[config.mk]
export PLATFORM = sky130hd
export DESIGN_NAME = tpic_readback
export DESIGN_NICKNAME = d
export VERILOG_FILES = /design/src/rtl/tpic_readback.sv
export SDC_FILE = /design/constraint.sdc
export NUM_CORES = 2
export LEC_CHECK = 0
export BUFFER_PORTS_ARGS = -buffer_cell sky130_fd_sc_hd__buf_2
export CAP_MARGIN = 10
export CORE_UTILIZATION = 35
export CTS_BUF_LIST = sky130_fd_sc_hd__clkbuf_2 sky130_fd_sc_hd__clkbuf_4 sky130_fd_sc_hd__clkbuf_8
export DETAILED_ROUTE_END_ITERATION = 16
export MAX_ROUTING_LAYER = met4
export PLACE_DENSITY = 0.56
export REMOVE_ABC_BUFFERS = 1
export SLEW_MARGIN = 20
export SYNTH_ARGS = -nofsm -noshare
export SYNTH_HDL_FRONTEND = slang
export SYNTH_SLANG_ARGS = --single-unit
[constraint.sdc]
create_clock -name clk -period 7.08 [get_ports clk]
set_clock_uncertainty 0.15 [all_clocks]
set_input_delay 0.354 -clock clk [delete_from_list [all_inputs] [get_ports clk]]
set_output_delay 0.354 -clock clk [all_outputs]
set_load 0.05 [all_outputs]
[src/rtl/tpic_readback.sv]
// tpic_readback: checks the TPIC chain's serial output against the image written one frame earlier.
// Latency: status, counters and frame_done appear one clk after the rck rise; rd_data is one clk after rd_addr.
// Backpressure: none; the serialiser free-runs. Optional `TPIC_RB_FIRST_ERR_EN builds the first-error index encoder.
module tpic_readback #(
  parameter int WIDTH = 300,
  parameter int IDXW  = 9
) (
  input  logic             clk,
  input  logic             reset_n,
  input  logic             enable,
  input  logic             sclk,
  input  logic             rck,
  input  logic             miso,
  input  logic [WIDTH-1:0] data,
  input  logic             clear,
  input  logic [7:0]       rd_addr,
  output logic [7:0]       rd_data,
  output logic             frame_done,
  output logic             rb_valid,
  output logic             mismatch,
  output logic             len_err,
  output logic [7:0]       frame_cnt,
  output logic [7:0]       err_cnt,
  output logic [IDXW-1:0]  first_err_idx
);

  // bit_cnt must reach WIDTH+1, which may need one bit more than an index
  localparam int CW   = IDXW + 1;
  localparam int NB   = (WIDTH + 7) / 8;
  localparam int PADW = NB * 8;
  localparam logic [CW-1:0] CNT_FULL = CW'(WIDTH);
  localparam logic [CW-1:0] CNT_MAX  = CW'(WIDTH + 1);

  // sclk_q / rck_q / miso_q are one-clk delayed copies of the inputs
  logic             sclk_q, sclk_d;
  logic             rck_q, rck_d;
  logic             miso_q, miso_d;
  logic [WIDTH-1:0] cap_q, cap_d;
  logic [WIDTH-1:0] snap_q, snap_d;
  logic [WIDTH-1:0] exp_prev_q, exp_prev_d;
  logic             prev_ok_q, prev_ok_d;
  logic [CW-1:0]    bit_cnt_q, bit_cnt_d;
  logic             frame_done_q, frame_done_d;
  logic             rb_valid_q, rb_valid_d;
  logic             mismatch_q, mismatch_d;
  logic             len_err_q, len_err_d;
  logic [7:0]       frame_cnt_q, frame_cnt_d;
  logic [7:0]       err_cnt_q, err_cnt_d;
  logic [7:0]       rd_data_q, rd_data_d;

  logic             shift_rise;
  logic             frame_end;
  logic [WIDTH-1:0] cap_nx;
  logic [CW-1:0]    cnt_nx;
  logic             len_ok;
  logic             len_fail;
  logic             cmp_fail;
  logic [PADW-1:0]  snap_pad;

  // Edge detection and the post-shift view used by a same-cycle frame end
  always_comb begin
    sclk_d     = sclk;
    rck_d      = rck;
    miso_d     = miso;
    shift_rise = enable & sclk & ~sclk_q;
    frame_end  = enable & rck & ~rck_q;
    cap_nx     = shift_rise ? {cap_q[WIDTH-2:0], miso_q} : cap_q;
    cnt_nx     = (shift_rise && bit_cnt_q != CNT_MAX) ? bit_cnt_q + CW'(1) : bit_cnt_q;
    len_ok     = (cnt_nx == CNT_FULL);
    len_fail   = frame_end & ~len_ok;
    cmp_fail   = frame_end & len_ok & prev_ok_q & (cap_nx != exp_prev_q);
  end

`ifdef TPIC_RB_FIRST_ERR_EN
  logic [IDXW-1:0]  first_err_idx_q, first_err_idx_d;
  logic [IDXW-1:0]  err_enc;
  logic [WIDTH-1:0] diff;

  // Highest differing bit of the frame being compared
  always_comb begin
    diff    = cap_nx ^ exp_prev_q;
    err_enc = '0;
    for (int i = 0; i < WIDTH; i++) begin
      if (diff[i]) err_enc = IDXW'(i);
    end
  end

  // First-error index: cleared by clear, reloaded on every failing compare
  always_comb begin
    first_err_idx_d = first_err_idx_q;
    if (clear)    first_err_idx_d = '0;
    if (cmp_fail) first_err_idx_d = err_enc;
  end

  // First-error index register
  always_ff @(posedge clk) begin
    if (!reset_n) first_err_idx_q <= '0;
    else          first_err_idx_q <= first_err_idx_d;
  end

  assign first_err_idx = first_err_idx_q;
`else
  assign first_err_idx = '0;
`endif

  // Capture, frame bookkeeping, sticky flags and counters
  always_comb begin
    cap_d        = cap_q;
    snap_d       = snap_q;
    exp_prev_d   = exp_prev_q;
    prev_ok_d    = prev_ok_q;
    bit_cnt_d    = bit_cnt_q;
    frame_done_d = 1'b0;
    rb_valid_d   = rb_valid_q;
    mismatch_d   = mismatch_q;
    len_err_d    = len_err_q;
    frame_cnt_d  = frame_cnt_q;
    err_cnt_d    = err_cnt_q;

    if (!enable) begin
      // abort: drop the partial frame and the expected-image validity
      cap_d     = '0;
      bit_cnt_d = '0;
      prev_ok_d = 1'b0;
    end else begin
      cap_d     = cap_nx;
      bit_cnt_d = cnt_nx;
      if (frame_end) begin
        snap_d       = cap_nx;
        frame_cnt_d  = frame_cnt_q + 8'd1;
        frame_done_d = 1'b1;
        rb_valid_d   = len_ok & prev_ok_q;
        exp_prev_d   = data;
        prev_ok_d    = len_ok;
        bit_cnt_d    = '0;
      end
    end

    // clear first so that a coincident error leaves the flag set and err_cnt at 1
    if (clear) begin
      mismatch_d = 1'b0;
      len_err_d  = 1'b0;
      err_cnt_d  = '0;
    end
    if (len_fail) len_err_d = 1'b1;
    if (cmp_fail) begin
      mismatch_d = 1'b1;
      err_cnt_d  = (err_cnt_d == 8'hFF) ? 8'hFF : err_cnt_d + 8'd1;
    end
  end

  // Snapshot byte mux; padding bits and out-of-range addresses read zero
  always_comb begin
    snap_pad  = PADW'(snap_q);
    rd_data_d = '0;
    for (int b = 0; b < NB; b++) begin
      if (rd_addr == 8'(b)) rd_data_d = snap_pad[8*b +: 8];
    end
  end

  // State registers with synchronous active-low reset
  always_ff @(posedge clk) begin
    if (!reset_n) begin
      sclk_q       <= 1'b0;
      rck_q        <= 1'b0;
      miso_q       <= 1'b0;
      cap_q        <= '0;
      snap_q       <= '0;
      exp_prev_q   <= '0;
      prev_ok_q    <= 1'b0;
      bit_cnt_q    <= '0;
      frame_done_q <= 1'b0;
      rb_valid_q   <= 1'b0;
      mismatch_q   <= 1'b0;
      len_err_q    <= 1'b0;
      frame_cnt_q  <= '0;
      err_cnt_q    <= '0;
      rd_data_q    <= '0;
    end else begin
      sclk_q       <= sclk_d;
      rck_q        <= rck_d;
      miso_q       <= miso_d;
      cap_q        <= cap_d;
      snap_q       <= snap_d;
      exp_prev_q   <= exp_prev_d;
      prev_ok_q    <= prev_ok_d;
      bit_cnt_q    <= bit_cnt_d;
      frame_done_q <= frame_done_d;
      rb_valid_q   <= rb_valid_d;
      mismatch_q   <= mismatch_d;
      len_err_q    <= len_err_d;
      frame_cnt_q  <= frame_cnt_d;
      err_cnt_q    <= err_cnt_d;
      rd_data_q    <= rd_data_d;
    end
  end

  assign rd_data    = rd_data_q;
  assign frame_done = frame_done_q;
  assign rb_valid   = rb_valid_q;
  assign mismatch   = mismatch_q;
  assign len_err    = len_err_q;
  assign frame_cnt  = frame_cnt_q;
  assign err_cnt    = err_cnt_q;

endmodule

==> flow_summary_export.csv <==
group,metric,value,unit
synthesis,synthXorXnorAreaFrac,0.0401,
placed_design,portBuffers,342,
placed_design,place_hpwl,187000,um
synthesis,ys_top_cells_by_area,"dfxtp_1 (44%), nand2_1 (8.7%), o211a_1 (7.0%), mux2i_1 (5.6%), a21boi_0 (5.4%)",
synthesis,synth_top_family_by_area,"compound AO/OA/AOI/OAI gates",
route,wl,241000,um
timing,slew_violations,0,
floorplanning,start_util,0.353,
synthesis,synth_area,43000,sq um
power,vdd_ir_drop_max,0.194,mV
global_route,antenna_found_initial,10,
timing,rsz0062_at_grt,"false",
placed_design,place_area,46200,sq um
synthesis,yosysUniqueCellTypes,76,
route,dr.first_iter.drc_count,5356,
clocking,clock_path_buffers,3,
layout,finalNetCount,5960,
synthesis,yosys_warnings,0,
synthesis,synth_edf_count,0,
hold_path,hp-class,"in -> reg",
synthesis,synth-compound-area-share,0.235,
clocking,htreeDepth,4,
worst_setup_path,rr_endpoint,"err_cnt[2]",
synthesis,ys.flop_type,"dfxtp_1",
route,ant_nets,0,
power,p_leak,24.2,nW
global_route,grt_max_degree,166,
timing,setup_viol,0,
worst_setup_path,critPathLaunch,"sclk_q",
clocking,cts.sinks,942,
synthesis,syn_inst,5048,
timing,setup_tns,0,ns
global_route,grt_usage,0.386,
synthesis,synth_area_per_cell,8.52,sq um
synthesis,yosysMostFrequentCell,"nand2_1",
synthesis,synth.area.mux_share,0.0653,
flow_run,cap_viol_max_count,0,
worst_setup_path,path_class,"reg -> reg",
power,powerDensity,242,nW/um^2
route,drc,0,
synthesis,synth_common_cells,"nand2_1 (997), dfxtp_1 (942), nor2_1 (491), a21boi_0 (309), o211a_1 (300)",
floorplanning,dieHeight,353,um
clocking,cts_tree,"yes",
route,first_pass_iters,8,
synthesis,synthSimpleGateAreaFrac,0.169,
route,vias,42800,
timing,max_freq,198,MHz
synthesis,seq_area_frac_synth,0.438,
clocking,root_buffer,"clkbuf_8",
status,status,"completed",
worst_setup_path,end_kind,"flop",
worst_setup_path,cp_max_fo,62,
timing,finalCritPeriodShare,0.714,
layout,layout-drive-gt1-share,0.138,
clocking,clock_latency,0.96,ns
floorplanning,core-area,122000,sq um
layout,finish.instance_area,53400,sq um
floorplanning,io_pins,352,
synthesis,yosys.area_share.adder,0.00116,
timing,fin_crit,5.05,ns
placed_design,gp_congestion,1.09,
worst_setup_path,arrival,5.75,ns
worst_setup_path,startpoint_type,"flop",
clocking,cts_setup_buffers,0,
route,routedWlPerCell,32.5,um
timing,tightest_slew,1.21,ns
worst_setup_path,r2r_cells,13,
worst_setup_path,worst_ep_required_time,7.78,ns
worst_setup_path,endpoint,"err_cnt[2]",
clocking,numCtsBuffers,171,
synthesis,async_flop_share,0,
synthesis,ys_ff_latch,942,
floorplanning,rows,128,
synthesis,synth_top_area_share,0.438,
floorplanning,die_area,124000,sq um
worst_setup_path,reg2reg_from,"sclk_q",
global_route,overflow,0,
clocking,path_clk_slew,0.06,ns
synthesis,yosys.area.top_type,"dfxtp_1",
route,vias_per_cell,5.77,
worst_setup_path,r2r_slack,2.03,ns
global_route,grt_first_pass_wirelength,325000,um
layout,syn_to_final_growth,24.1,%
timing,slew_headroom,0.187,
timing,hold_violations,0,
global_route,grt_pass1_vias,40200,
floorplanning,dieWidth,353,um
-- registers in the layout, summed over array words and instances, names as in the netlist, 8 cells and up --
register    cells
cap_q         300
exp_prev_q    300
snap_q        300
bit_cnt_q      10
err_cnt         8
frame_cnt       8
rd_data         8
-- cell families after synthesis --
logic type,count (synthesis)
compound gates,1320
xor+xnor,197
fa+ha+maj,4
buf+inv,549
flops,942
mux,268
other cells,1
simple gates,1767
-- power breakdown --
group | internal [mW] | switching, mW | total (mW)
Clock | 3.26 | 2.55 | 5.81
Combinational | 0.546 | 0.799 | 1.34
Sequential | 5.48 | 0.262 | 5.74
-- how the worst min path moves through the flow --
stage,from,endpoint,slack [ns],depth (start not counted)
floorplan,exp_prev_q[173],exp_prev_q[173],0.29,2
global placement,exp_prev_q[91],exp_prev_q[91],0.31,2
detailed placement,exp_prev_q[84],exp_prev_q[84],0.32,2
CTS,data[147],exp_prev_q[147],0.03,4
global route,rck,rck_q,0.06,3
finish,data[174],exp_prev_q[174],0.07,4
-- repair_timing --
item	4_1_cts	5_1_grt
hold endpoints to repair	364	0
resized for setup	0	0
hold buffers	337	0
-- layer usage --
layer  up-vias  wire length [um]  global-route usage
met3       518             21100              0.0751
li1      18900                 -                   -
met5         -                 0                   -
met1     21000            100000               0.493
met2      2391            103000               0.560
met4         0             17100               0.237
-- cell usage in the layout, fill, tap and decap left out, types with 19 or more instances in the layout --
cell             n
dlygate4sd3_1  337
xor2_1          79
clkbuf_8       212
clkbuf_4        52
o221ai_1        39
nor4_1          42
a21boi_0       309
dfxtp_1        942
nand3_1         42
buf_2          339
xnor2_1        118
nand2_1        995
a31oi_1         22
inv_1          191
a221oi_1        27
o22ai_1         96
o211a_1        300
a211oi_1        24
a21oi_1        194
a22oi_1         24
a222oi_1        24
mux2i_1        239
nand4_1         27
nor2b_1         33
nand2b_1        32
mux2_2          19
o2bb2ai_1       20
buf_4           85
clkinv_2        26
o21ai_0        102
o211ai_1        19
nor2_1         489
nor3_1          40
-- worst max-delay path: stages, from the launching register on --
cell and delay, ns:
dfxtp_1 0.33, nand3b_1 0.10, buf_4 0.31, buf_12 0.40
mux2i_1 0.81, o22ai_1 0.16, a211oi_1 0.27, nand4_1 0.16
nor4_1 0.54, nand4_1 0.62, o31ai_2 0.41, buf_4 0.24
or2_2 0.18, o311a_1 0.16
-- per-stage QoR --
stage | power (mW) | util | hold WS (ns) | instances | worst slack (ns)
5_1_grt | 13.3 | 0.438 | 0.0594 | 7415 | 1.96
4_1_cts | 12.9 | 0.438 | 0.0271 | 7405 | 2.24
2_1_floorplan | 6.64 | - | 0.293 | 4699 | -10.96
6_report | 12.9 | 0.438 | 0.0658 | 7418 | 2.03
3_5_place_dp | 7.01 | 0.379 | 0.317 | 6756 | 2.12
3_3_place_gp | 7.01 | 0.379 | 0.307 | 6756 | 2.12
-- cell type report --
cell class	count	area [sq um]
inverters	192	721
clock buffers	264	3310
flip-flops and latches	942	18900
fillers	12200	68500
repair buffers	769	5860
multi-input cells	3565	22100
clock inverters	48	505
well taps	1625	2030
diodes	13	32.5
Note: power is estimated with default switching activity, not from simulation.
